[src/rtl/contador_filtrado_param.sv]
`default_nettype none
// ============================================================================
// Module      : contador_filtrado_param
// Description : Debounced push-button driving a modulo up/down counter with
//               wrap pulse and hex 7-segment decoder; CARGA_PARALELA_EN adds
//               a saturating parallel load.
// Revision    : 1.0 - initial release
// ============================================================================
module contador_filtrado_param #(
    parameter int LARGURA       = 4,
    parameter int MODULO        = 16,
    parameter int FILTRO_CICLOS = 4
) (
    input  logic               clock,
    input  logic               reset,
    input  logic               botao,
    input  logic               habilita,
    input  logic               sentido,
`ifdef CARGA_PARALELA_EN
    input  logic               carga,
    input  logic [LARGURA-1:0] valor_carga,
`endif
    output logic [LARGURA-1:0] S,
    output logic               estouro,
    output logic [6:0]         seg
);

    localparam int                  FILTRO_W   = (FILTRO_CICLOS > 1) ? $clog2(FILTRO_CICLOS) : 1;
    localparam logic [FILTRO_W-1:0] FILTRO_FIM = FILTRO_W'(FILTRO_CICLOS - 1);
    localparam logic [LARGURA-1:0]  CONTA_MAX  = LARGURA'(MODULO - 1);

    generate
        if (LARGURA < 1 || LARGURA > 16) begin : g_erro_largura
            $fatal(1, "contador_filtrado_param: LARGURA must be 1..16");
        end
        if (MODULO < 2 || MODULO > (1 << LARGURA)) begin : g_erro_modulo
            $fatal(1, "contador_filtrado_param: MODULO must be 2..2**LARGURA");
        end
        if (FILTRO_CICLOS < 1) begin : g_erro_filtro
            $fatal(1, "contador_filtrado_param: FILTRO_CICLOS must be >= 1");
        end
    endgenerate

    logic                sinc_1;
    logic                botao_sync;
    logic                estavel;
    logic                estavel_atraso;
    logic [FILTRO_W-1:0] filtro_cnt;
    logic                evento;
    logic [LARGURA-1:0]  prox_s;
    logic                prox_estouro;
    logic [3:0]          nibble;

    always_ff @(posedge clock or posedge reset) begin
        if (reset) begin
            sinc_1     <= 1'b0;
            botao_sync <= 1'b0;
        end else begin
            sinc_1     <= botao;
            botao_sync <= sinc_1;
        end
    end

    // The stable value only flips after FILTRO_CICLOS consecutive differing samples.
    always_ff @(posedge clock or posedge reset) begin
        if (reset) begin
            estavel        <= 1'b0;
            estavel_atraso <= 1'b0;
            filtro_cnt     <= '0;
        end else begin
            estavel_atraso <= estavel;
            if (botao_sync == estavel) begin
                filtro_cnt <= '0;
            end else if (filtro_cnt == FILTRO_FIM) begin
                estavel    <= botao_sync;
                filtro_cnt <= '0;
            end else begin
                filtro_cnt <= filtro_cnt + 1'b1;
            end
        end
    end

    assign evento = estavel & ~estavel_atraso;

`ifdef CARGA_PARALELA_EN
    localparam logic [LARGURA:0] MODULO_EXT = (LARGURA+1)'(MODULO);
    logic [LARGURA-1:0] carga_sat;
    assign carga_sat = ({1'b0, valor_carga} >= MODULO_EXT) ? CONTA_MAX : valor_carga;
`endif

    always_comb begin
        prox_s       = S;
        prox_estouro = 1'b0;
        if (evento && habilita) begin
            if (sentido) begin
                if (S == CONTA_MAX) begin
                    prox_s       = '0;
                    prox_estouro = 1'b1;
                end else begin
                    prox_s = S + 1'b1;
                end
            end else begin
                if (S == '0) begin
                    prox_s       = CONTA_MAX;
                    prox_estouro = 1'b1;
                end else begin
                    prox_s = S - 1'b1;
                end
            end
        end
`ifdef CARGA_PARALELA_EN
        // A load overrides and swallows any same-cycle event.
        if (carga) begin
            prox_s       = carga_sat;
            prox_estouro = 1'b0;
        end
`endif
    end

    always_ff @(posedge clock or posedge reset) begin
        if (reset) begin
            S       <= '0;
            estouro <= 1'b0;
        end else begin
            S       <= prox_s;
            estouro <= prox_estouro;
        end
    end

    generate
        if (LARGURA >= 4) begin : g_nibble_direto
            assign nibble = S[3:0];
        end else begin : g_nibble_estendido
            assign nibble = {{(4-LARGURA){1'b0}}, S};
        end
    endgenerate

    always_comb begin
        seg = 7'b0000000;
        case (nibble)
            4'h0: seg = 7'b1111110;
            4'h1: seg = 7'b0110000;
            4'h2: seg = 7'b1101101;
            4'h3: seg = 7'b1111001;
            4'h4: seg = 7'b0110011;
            4'h5: seg = 7'b1011011;
            4'h6: seg = 7'b1011111;
            4'h7: seg = 7'b1110000;
            4'h8: seg = 7'b1111111;
            4'h9: seg = 7'b1111011;
            4'hA: seg = 7'b1110111;
            4'hB: seg = 7'b0011111;
            4'hC: seg = 7'b1001110;
            4'hD: seg = 7'b0111101;
            4'hE: seg = 7'b1001111;
            4'hF: seg = 7'b1000111;
            default: seg = 7'b0000000;
        endcase
    end

endmodule
`default_nettype wire

[config.mk]
export PLATFORM = sky130hd
export DESIGN_NAME = contador_filtrado_param
export DESIGN_NICKNAME = d
export VERILOG_FILES = /design/src/rtl/contador_filtrado_param.sv
export SDC_FILE = /design/constraint.sdc
export NUM_CORES = 1
export LEC_CHECK = 0
export CORE_ASPECT_RATIO = 0.9
export CORE_MARGIN = 1.5
export CORE_UTILIZATION = 30
export CTS_CLUSTER_DIAMETER = 150
export CTS_CLUSTER_SIZE = 14
export DETAILED_ROUTE_END_ITERATION = 12
export GPL_TIMING_DRIVEN = 0
export MAX_ROUTING_LAYER = met4
export PLACE_DENSITY_LB_ADDON = 0.3
export RECOVER_POWER = 100
export SLEW_MARGIN = 0
export SYNTH_ARGS = -nofsm -noshare
export SYNTH_HDL_FRONTEND = slang
export SYNTH_SLANG_ARGS = --single-unit
[constraint.sdc]
create_clock -name clock -period 2.13 [get_ports clock]
set_clock_uncertainty 0.15 [all_clocks]
set_input_delay 0.426 -clock clock [delete_from_list [all_inputs] [get_ports clock]]
set_output_delay 0.426 -clock clock [all_outputs]
set_load 0.1 [all_outputs]
; ---- Word-level counts from Yosys, hierarchy flattened
; Memories as Yosys holds them, arrays and structs flattened.
; Cells that the tools add are included.
; Widths: inputs -> output; s select.
[op_classes]
addsub = 3
n_eq_ne = 3
muxes = 9
bitwise = 3
n_reduce_logical = 3
[op_table]
columns = operator, count
row1 = $mux 4, 3
row2 = $add 4x1->4 const B, 1
row3 = $eq 4x4->1 const B, 1
row4 = $logic_not 4->1, 1
row5 = $mux 1, 4
row6 = $mux 2, 2
row7 = $sub 4x1->4 const B, 1
row8 = $add 2x1->2 const B, 1
row9 = $eq 2x2->1 const B, 1
row10 = $not 1->1, 2
row11 = $reduce_and 2->1, 1
row12 = $and 1x1->1, 1
row13 = $eq 1x1->1, 1
row14 = $logic_and 1x1->1, 1
[word_totals]
regBits = 11
rom_bits = 112
out_inout_bits = 12
word_cells = 29
mem_count = 1
[memory_table]
columns = name, depth, word_bits, read_ports, rd_clocked_by_memory_dff, write_ports, line_no
row1 = (name not given), 16, 7, 1, 0, 0, 140  ; case (nibble)

; ---- Logic depth before layout (Yosys ltp)
[depth]
depth_word = 4
ltp_mapped = 6
depth_no_buf = 6

; ---- Least setup slack after synthesis
; No wires, ideal clock.
[synth_path]
path_type = register to output
startpoint = register S[2]
endpoint = output port seg[1]
t_arrival_ns = 3.545
path_slack_ns = -1.991
stages_incl_launch_ff = 5
n_path_buf = 2
cell_sequence = dfrtp_1 -> buf_6 -> buf_2 -> o21ai_0 -> o21ai_0
[synth_via]
elab_chain_cells = 1
[synth_rtl]
columns = element, line_no
row1 = start: declaration, 23  ; output logic [LARGURA-1:0] S,
row2 = start signal: assignment, 125  ; S <= prox_s;
row3 = $mem_v2 16x7, --
row4 = end: declaration, 25  ; output logic [6:0] seg
; No other way between the ends.

; ---- Worst setup path after layout
[layout_path]
startpoint = register S[1]
endpoint = output port seg[6]
; The elaborated chain is that of the path after synthesis.

==> results.json <==
{
  "finalCriticalPeriod_ns": 2.222,
  "dpl-instance-area_sq_um": 1124,
  "maxSlewViolCount": 0,
  "fin_ws_ns": -0.09175,
  "yosysTopAreaCellShare": 0.3406,
  "fillers": 217,
  "gr-total-overflow": 0,
  "critPathBufInv": 2,
  "critPathRequiredTime_ns": 1.55,
  "cts-htree-levels": 1,
  "cts-root-buf": "clkbuf_4",
  "drt-vias-per-instance": 5.307,
  "slew_headroom": 0.3645,
  "crit_family": "flip-flops",
  "gp_routability_congestion": 0.8291,
  "synth_ff_type": "dfrtp_1",
  "grt_pass1_wl_um": 3519,
  "fmax_mhz": 450.1,
  "cts_max_path_buffers": 2,
  "crit_path_end_kind": "output port",
  "hold_path.class": "reg -> reg",
  "hold_viol_final": 0,
  "synth_top_area_cell": "dfrtp_1",
  "worst_pin_slew_ns": 0.9570,
  "seq_area_sq_um": 290.3,
  "critPathMaxStageDelay_ns": 0.55,
  "vias": 796,
  "netlist_instances": 91,
  "fin_setup_tns_ns": -0.4356,
  "post_drt_wl_per_cell_um": 13.79,
  "multi_input_area_sq_um": 663.1,
  "postRouteAntennaNets": 0,
  "rsz0062_at_grt": "yes",
  "design.die.area_sq_um": 3015,
  "diodes": 0,
  "drc": 2,
  "met1_length_um": 926,
  "drv_cap": 0,
  "slowest_stage": "dfrtp_4",
  "synth_area_per_cell_sq_um": 8.882,
  "cts_tree": "built",
  "start_util": 0.3220,
  "port_buffers": 16,
  "cts_sinks": 11,
  "routed.top_layer": "met4",
  "clk_pin_slew_ns": 0.07,
  "hold_depth": 0,
  "drive_above_1_share": 0.5164,
  "clk_latency_ns": 0.26,
  "cp_cell_sequence": "inv_8 > ha_4 > nor2b_4 > a211oi_2 > a31o_4 > buf_12",
  "grt_pass1_vias": 791,
  "r2r_cells": 7,
  "grt_max_degree": 12,
  "coreArea_sq_um": 2510,
  "ys_top_cells_by_area": "dfrtp_1 34%, ha_1 15%, o21ai_0 6.8%",
  "yosysWarningCount": 0,
  "synth_area_sq_um": 808.3,
  "arrival_ns": 1.65,
  "synthDistinctLibCells": 31,
  "cp_max_fo": 7,
  "syn_to_final_growth_pct": 74.61,
  "grtUsageTotal": 0.1536,
  "synth_nets": 106,
  "cts-hold-fix-buffers": 0,
  "drt_iter0_drc": 9,
  "violations": "design-rule violations, negative setup slack",
  "fin_area_sq_um": 1411,
  "utilization": 0.5623,
  "wl_um": 2069,
  "crit_type": "reg -> out",
  "status": "complete, but fails checks",
  "synth_top_cells_by_count": "11 x dfrtp_1, 11 x o21ai_0, 10 x ha_1",
  "setup_viol": 7,
  "synth-seq-area-share": 0.3406,
  "die_width_um": 57.72,
  "rows": 17,
  "min_period_over_period": 1.043,
  "startpoint_type": "flop",
  "crit_cells": 6,
  "drt-pass1-iter-count": 8,
  "nets": 138,
  "antenna_found_initial": 0,
  "wl_met3_um": 83,
  "dr_wl_met2_um": 1053,
  "synth-async-reset-ratio": 1.000,
  "cts_buffers": 3,
  "die_h_um": 52.24,
  "ys_seq_elements": 11,
  "place_hpwl_um": 1344,
  "ios": 17,
  "synth-edff-count": 0
}
-- area by class of cell --
| cell class | count | area share |
|---|---|---|
| inverters | 6 | 0.02660 |
| repair buffers | 27 | 0.2199 |
| plain buffers | 5 | 0.03457 |
| well taps | 28 | 0.02482 |
| multi-input cells | 69 | 0.4699 |
| flip-flops and latches | 11 | 0.2057 |
| clock buffers | 4 | 0.01862 |
-- placed cells by master (no fill, tap or decap), types with 2 or more instances in the layout --
master	Yosys	routed
or3_1	2	2
nor2b_4	0	2
dlygate4sd3_1	0	2
nor2_1	5	4
a21oi_1	7	4
buf_4	0	10
buf_12	0	7
buf_6	1	4
clkbuf_1	1	2
a21oi_4	0	3
nand2_1	8	4
ha_4	0	4
o21ai_2	0	4
clkbuf_2	0	2
o21ai_0	11	5
nand4_1	2	2
dfrtp_4	0	4
ha_1	10	5
inv_1	6	3
nand2_2	0	3
clkdlybuf4s50_1	0	2
nor3_1	5	4
clkbuf_4	0	3
dfrtp_1	11	7
-- registers in the layout, summed over array words and instances (netlist names) --
register	flops
filtro_cnt	2
estouro	1
botao_sync	1
S	4
estavel_atraso	1
sinc_1	1
estavel	1
-- worst reg2reg max path, cell delays in order, from the launching register on --
cell and delay (ns):
dfrtp_4 0.50, inv_8 0.07, ha_4 0.16, nor2b_4 0.13, buf_4 0.13, nor3_1 0.15, a2111oi_0 0.08, or3_1 0.38
-- layer usage --
| layer | up-vias | global-route usage |
|---|---|---|
| met5 | - | - |
| met4 | 0 | 0.03488 |
| met3 | 2 | 0.03951 |
| met2 | 15 | 0.2443 |
| met1 | 392 | 0.1979 |
| li1 | 387 | - |
-- worst paths after layout --
| path | startpoint | end | slack [ns] |
|---|---|---|---|
| max | S[1] | seg[6] | -0.09 |
| min | sinc_1 | botao_sync | 0.20 |
| max reg2reg | S[1] | S[3] | 0.27 |
| min reg2reg | sinc_1 | botao_sync | 0.20 |
| max in group asynchronous | reset | S[3] | 1.09 |
| min in group asynchronous | reset | S[1] | 0.42 |
-- metrics by stage --
| step | std cells | worst slack [ns] | hold WS, ns |
|---|---|---|---|
| floorplan | 91 | -0.2009 | 0.1285 |
| detailed placement | 135 | -0.9718 | 0.1903 |
| global placement | 135 | -0.9542 | 0.1815 |
| CTS | 147 | -0.1380 | 0.2057 |
| global route | 150 | -0.1479 | 0.2094 |
| finish | 150 | -0.09175 | 0.2012 |
-- logic make-up after synthesis --
kind of cell / after synthesis / synth area share
adder cells (fa/ha/maj): 10 / 0.1548
AO/OA/AOI/OAI: 25 / 0.1858
XOR/XNOR: 1 / 0.01084
flip-flops: 11 / 0.3406
buffers and inverters: 11 / 0.06500
AND/OR/NAND/NOR: 31 / 0.2167
multiplexers: 2 / 0.02632
-- timing repair --
action / 4_1_cts / 5_1_grt
resized for setup: 88 / 18
setup endpoints to repair: 12 / 9
pin swaps: 3 / 8
buffers inserted: 8 / 3
Power is left out: the tool's default activity adds up to more than one toggle a clock period on the data nets, which glitch-free logic cannot reach.
==> RTL edit 1, RTL diff (same settings) <==
Put one more register stage on the output `S`. The value now appears one clock later. The other outputs are not delayed to match.
--- a/src/rtl/contador_filtrado_param.sv
+++ b/src/rtl/contador_filtrado_param.sv
@@ -28,6 +28,8 @@
     localparam int                  FILTRO_W   = (FILTRO_CICLOS > 1) ? $clog2(FILTRO_CICLOS) : 1;
     localparam logic [FILTRO_W-1:0] FILTRO_FIM = FILTRO_W'(FILTRO_CICLOS - 1);
     localparam logic [LARGURA-1:0]  CONTA_MAX  = LARGURA'(MODULO - 1);
+
+    logic [LARGURA-1:0] S_s0;
 
     generate
         if (LARGURA < 1 || LARGURA > 16) begin : g_erro_largura
@@ -89,22 +91,22 @@
 `endif
 
     always_comb begin
-        prox_s       = S;
+        prox_s       = S_s0;
         prox_estouro = 1'b0;
         if (evento && habilita) begin
             if (sentido) begin
-                if (S == CONTA_MAX) begin
+                if (S_s0 == CONTA_MAX) begin
                     prox_s       = '0;
                     prox_estouro = 1'b1;
                 end else begin
-                    prox_s = S + 1'b1;
+                    prox_s = S_s0 + 1'b1;
                 end
             end else begin
-                if (S == '0) begin
+                if (S_s0 == '0) begin
                     prox_s       = CONTA_MAX;
                     prox_estouro = 1'b1;
                 end else begin
-                    prox_s = S - 1'b1;
+                    prox_s = S_s0 - 1'b1;
                 end
             end
         end
@@ -119,19 +121,19 @@
 
     always_ff @(posedge clock or posedge reset) begin
         if (reset) begin
-            S       <= '0;
+            S_s0    <= '0;
             estouro <= 1'b0;
         end else begin
-            S       <= prox_s;
+            S_s0    <= prox_s;
             estouro <= prox_estouro;
         end
     end
 
     generate
         if (LARGURA >= 4) begin : g_nibble_direto
-            assign nibble = S[3:0];
+            assign nibble = S_s0[3:0];
         end else begin : g_nibble_estendido
-            assign nibble = {{(4-LARGURA){1'b0}}, S};
+            assign nibble = {{(4-LARGURA){1'b0}}, S_s0};
         end
     endgenerate
 
@@ -158,6 +160,10 @@
         endcase
     end
 
+    always_ff @(posedge clock) begin
+        S <= S_s0;
+    end
+
 endmodule
 `default_nettype wire
 
Behaviour: not the same (a bounded check fails within 10 cycles, from zero or initial values and one cycle with reset high).
==> RTL edit 1 against the original RTL <==
The run ends with setup timing left; die area is 9.6% higher; sequential cell count is 4 higher; wire length hardly changed; register-to-register slack better by 0.16 ns; utilization is 7.1 points lower; synthesized area is 10% higher; sequential share of layout area is 5.5 points higher; worst setup slack worse by 0.18 ns; cell area is 2.8% lower; critical endpoint is now seg[3].
Power is left out: the tool's default activity adds up to more than one toggle a clock period on the data nets, which glitch-free logic cannot reach.
==> RTL edit 1: results (changes against the original RTL) <==
metric,value,unit,change
status,"complete, but fails checks",,unchanged
failing checks,setup timing,,"was DRC, setup timing"
met3 GRT Util,3.55,%,was 3.95%
CP max FO,5,,was 7
CTS Buffer Depth,2,,unchanged
Pre-Repair DR Iteration Count,4,,was 8
worst hold path class,flop to flop,,unchanged
cell family with most CP delay,multiplexers,,was flip-flops
vias in the first global route,686,,was 791
final net count,135,,was 138
Antenna Cells,0,,unchanged
"Clk Latency, worst-skew pair",0.28,ns,was 0.26 ns
share of cells above drive strength 1,40.3,%,was 51.6%
Synth cell types,31,,unchanged
WL met1,963,um,was 926 um
Port-buffer cells,16,,unchanged
Final HPWL DP,1.35,mm,was 1.34 mm
Highest Signal Layer,met4,,unchanged
GR Util All Layers,14.1,%,was 15.4%
met3 wire length,58,um,was 83 um
delay of the slowest critical-path stage,0.47,ns,was 0.55 ns
M1 GR Usage,19.9,%,was 19.8%
Iter 0 DRT Violations,15,,was 9
final RePlAce weighted congestion,0.852,,was 0.829
actual slew at the worst max-slew pin,0.961,ns,was 0.957 ns
via count,765,,was 796
"Net Count, Synth",105,,was 106
CP arrival,1.82,ns,was 1.65 ns
"Async S/R FF share, synth",73.3,%,was 100%
initial antenna violation count,0,,unchanged
Synth Area in XOR/XNOR,0.983,%,was 1.08%
Area contributors post-synth,"dfrtp_1, ha_1, dfxtp_1",,"was dfrtp_1, ha_1, o21ai_0"
setup ws final,-0.269,ns,was -0.0918 ns
Compound-Gate Fraction of Synth Area,17.4,%,was 18.6%
H-tree depth,1,,unchanged
M2 GR Usage,20.1,%,was 24.4%
worst-path cell with the longest stage delay,mux4_2,,was dfrtp_4
clk root buf,clkbuf_4,,unchanged
CTS buffer count,3,,unchanged
Regs by FF count,"S: 4 flops, S_s0: 4 flops, filtro_cnt: 2 flops",,"was S: 4 flops, filtro_cnt: 2 flops"
mux contribution to synthesized area,7.30,%,was 2.63%
"top cells by count, synth","dfrtp_1, a21oi_1, ha_1",,"was dfrtp_1, o21ai_0, ha_1"
register area share after synthesis,39.9,%,was 34.1%
routed wl met2,1.03,mm,was 1.05 mm
first-pass GRT wire length,3.30,mm,was 3.52 mm
Worst-path clk slew,0.08,ns,
# setup viols final,7,,unchanged
largest net degree at the start of global routing,12,,unchanged
area share of fa/ha/maj cells after synthesis,14.0,%,was 15.5%
WL/cell,13.0,um,was 13.8 um
YS warnings,0,,unchanged
Placement Cell Area,1170,um2,was 1120 um2
[RTL edit 1: cell count changes in the layout (fill, tap and decap cells not counted), moves of 4 or more]
cell,delta
dfxtp_1,+4
dlygate4sd2_1,+4
o21ai_0,-5
dfrtp_4,-4
[RTL edit 1: through the flow]
step                      setup TNS [ns]  hold slack, ns  std cells  utilization [%]  setup WS [ns]
after floorplan                   -0.203           0.128         90                -         -0.110
after global placement             -5.26           0.186        146             42.1          -1.02
after detailed placement           -5.36           0.185        146             42.1          -1.03
after CTS                         -0.658           0.204        156             47.4         -0.274
after global routing               -1.15           0.212        159             49.1         -0.337
final                             -0.611           0.202        159             49.1         -0.269
[RTL edit 1: final cells by class]
class	count	area [um2]
fill	260	1420
multi-input combinational	63	586
sequential	15	358
timing repair buffer	25	282
tap	40	50.0
inverter	8	38.8
buffer	4	31.3
clock buffer	4	26.3
[RTL edit 1: worst paths after layout]
path / start / end / slack [ns] / cells past startpoint
min in group asynchronous: reset / estouro$_DFF_PP0_ / 0.27 / 2
setup / recovery: S_s0[1]$_DFFE_PP0P_ / seg[3] / -0.27 / 6
max in group asynchronous: reset / S_s0[0]$_DFFE_PP0P_ / 1.25 / 2
hold reg to reg: sinc_1$_DFF_PP0_ / botao_sync$_DFF_PP0_ / 0.20 / 0
setup reg to reg: S_s0[1]$_DFFE_PP0P_ / S_s0[0]$_DFFE_PP0P_ / 0.43 / 5
hold / removal: sinc_1$_DFF_PP0_ / botao_sync$_DFF_PP0_ / 0.20 / 0
[RTL edit 1: what timing repair did]
| action | 4_1_cts | 5_1_grt |
|---|---|---|
| pin swaps | 1 | 1 |
| gates resized for setup | 78 | 5 |
| hold buffers | 0 | 0 |
| endpoints found under the setup margin | 12 | 7 |
| buffers inserted | 6 | 3 |
==> RTL edit 2, RTL diff (config.mk and constraints unchanged) <==
Without the edit above. Change the parameter `FILTRO_CICLOS` from 4 to 2.
--- a/src/rtl/contador_filtrado_param.sv
+++ b/src/rtl/contador_filtrado_param.sv
@@ -9,7 +9,7 @@
 module contador_filtrado_param #(
     parameter int LARGURA       = 4,
     parameter int MODULO        = 16,
-    parameter int FILTRO_CICLOS = 4
+    parameter int FILTRO_CICLOS = 2
 ) (
     input  logic               clock,
     input  logic               reset,
Behaviour: not the same (Yosys sat finds a counterexample within 10 cycles, from zero or initial values and one cycle with reset high).
==> RTL edit 2 against the original RTL <==
The run ends with setup timing left; critical endpoint unchanged; synthesized cell count unchanged; count of clock-buffer cells in the layout unchanged; utilization up 4.6 points; non-clock buffer count up 5; critical path type unchanged; synthesized area down 1.5%; worst setup slack worse by 0.030 ns; sequential cell count down 1; sequential share of layout area down 3.0 points; cell area up 7.2%; wire length up 13%; via count up 0.50%; highest routed layer unchanged.
Power is left out: the tool's default activity adds up to more than one toggle a clock period on the data nets, which glitch-free logic cannot reach.
==> RTL edit 2: results (changes against the original RTL) <==
metric,value,unit,change
Compound-Gate Fraction of Synth Area,20.1,%,was 18.6%
Worst-path clk slew,0.07,ns,about the same
"Clk Latency, worst-skew pair",0.27,ns,
"top cells by count, synth","a21oi_1, dfrtp_1, ha_1, nor2_1, o21ai_1",,"was dfrtp_1, o21ai_0, ha_1"
status,"complete, but fails checks",,unchanged
CP arrival,1.68,ns,was 1.65 ns
worst hold path class,flop to flop,,unchanged
Synth Area in XOR/XNOR,1.10,%,was 1.08%
R2R cell count,6,,was 7
Worst Min Path Start,sinc_1$_DFF_PP0_,,unchanged
H-tree depth,1,,unchanged
final RePlAce weighted congestion,0.811,,was 0.829
"Async S/R FF share, synth",100,%,unchanged
YS warnings,0,,unchanged
flop2flop setup slack,0.33,ns,was 0.27 ns
Antenna Cells,0,,unchanged
# setup viols final,7,,unchanged
delay of the slowest critical-path stage,0.53,ns,was 0.55 ns
register area share after synthesis,31.4,%,was 34.1%
failing checks,setup timing,,"was DRC, setup timing"
setup TNS,-0.693,ns,was -0.436 ns
cell with the most instances after synthesis,a21oi_1,,
WL/cell,15.1,um,was 13.8 um
GR Util All Layers,15.2,%,was 15.4%
Placement Cell Area,1140,um2,was 1120 um2
netlist area before placement,796,um2,was 808 um2
mux contribution to synthesized area,4.09,%,was 2.63%
final net count,142,,was 138
Biggest register,S,,unchanged
Iter 0 DRT Violations,15,,was 9
Synth cell types,28,,was 31
clk root buf,clkbuf_4,,unchanged
DP Worst Slack,-0.857,ns,was -0.972 ns
setup ws final,-0.121,ns,was -0.0918 ns
Pre-Repair DR Iteration Count,4,,was 8
Reg2Reg Launch Point,S[1]$_DFFE_PP0P_,,unchanged
area share of fa/ha/maj cells after synthesis,14.2,%,was 15.5%
CP max FO,5,,was 7
reg-to-reg endpoint,S[1]$_DFFE_PP0P_,,was S[3]$_DFFE_PP0P_
Hold EP,botao_sync$_DFF_PP0_,,unchanged
vias per cell,5.16,,was 5.31
"Net Count, Synth",105,,was 106
largest net degree at the start of global routing,11,,was 12
Area contributors post-synth,"dfrtp_1, ha_1, a21oi_1",,"was dfrtp_1, ha_1, o21ai_0"
actual slew at the worst max-slew pin,0.947,ns,was 0.957 ns
CTS buffer count,3,,unchanged
CTS Buffer Depth,2,,unchanged
first-pass GRT wire length,3.44,mm,was 3.52 mm
share of cells above drive strength 1,61.4,%,was 51.6%
vias in the first global route,776,,was 791
Final HPWL DP,1.35,mm,was 1.34 mm
initial antenna violation count,0,,unchanged
RTL edit 2: cell count changes in the layout (fill, tap and decap cells not counted), moves of 3 or more:
cell,unedited run,this run
o21ai_0,5,0
a21oi_2,0,4
a21oi_1,4,7
buf_4,10,13
o21ai_1,1,4
RTL edit 2: cell type report:
type	count	area, um2
timing repair buffer	32	367
sequential	10	265
buffer	5	56.3
clock buffer	4	36.3
multi-input combinational	69	702
tap	28	35.0
fill	188	976
inverter	7	51.3
RTL edit 2: how the worst max path moves through the flow:
stage               depth (start not counted)              from  slack [ns]      to
detailed placement                          6  S[0]$_DFFE_PP0P_       -0.86  seg[2]
finish                                      7  S[1]$_DFFE_PP0P_       -0.12  seg[6]
CTS                                         6  S[0]$_DFFE_PP0P_       -0.15  seg[0]
global placement                            6  S[0]$_DFFE_PP0P_       -0.85  seg[2]
global route                                7  S[1]$_DFFE_PP0P_       -0.17  seg[6]
floorplan                                   5  S[1]$_DFFE_PP0P_       -0.21  seg[3]
RTL edit 2: worst reg2reg max path, delay by kind of cell, from the launching register on:
kind / cells / cell delay, ns
buf+inv: 2 / 0.26
mux: 1 / 0.27
compound gates: 2 / 0.24
flops: 1 / 0.53
fa+ha+maj: 1 / 0.23
RTL edit 2: cells by family (layout without fill, tap and decap cells):
family	after synthesis	in the layout
AO/OA/AOI/OAI	27	27
flip-flops	10	10
AND/OR/NAND/NOR	29	29
buffers and inverters	12	48
adder cells (fa/ha/maj)	9	9
multiplexers	3	3
XOR/XNOR	1	1
RTL edit 2: timing repair:
action	4_1_cts	5_1_grt
setup buffers	7	8
hold buffers	0	0
resized for setup	84	23
hold endpoints to repair	0	0
pin swaps	4	10
setup endpoints to repair	12	9
gates cloned	0	1
RTL edit 2: routing by layer:
layer	wire length, um	up-vias	track usage [%]
met5	0	-	-
met3	79	6	3.73
met2	1200	25	25.1
met4	38	0	3.49
met1	1020	382	18.9
li1	-	387	-
RTL edit 2: metrics by stage:
step                cells  hold WS [ns]
global route          155         0.232
CTS                   146         0.211
finish                155         0.206
detailed placement    135         0.196
global placement      135         0.183
floorplan              91         0.116
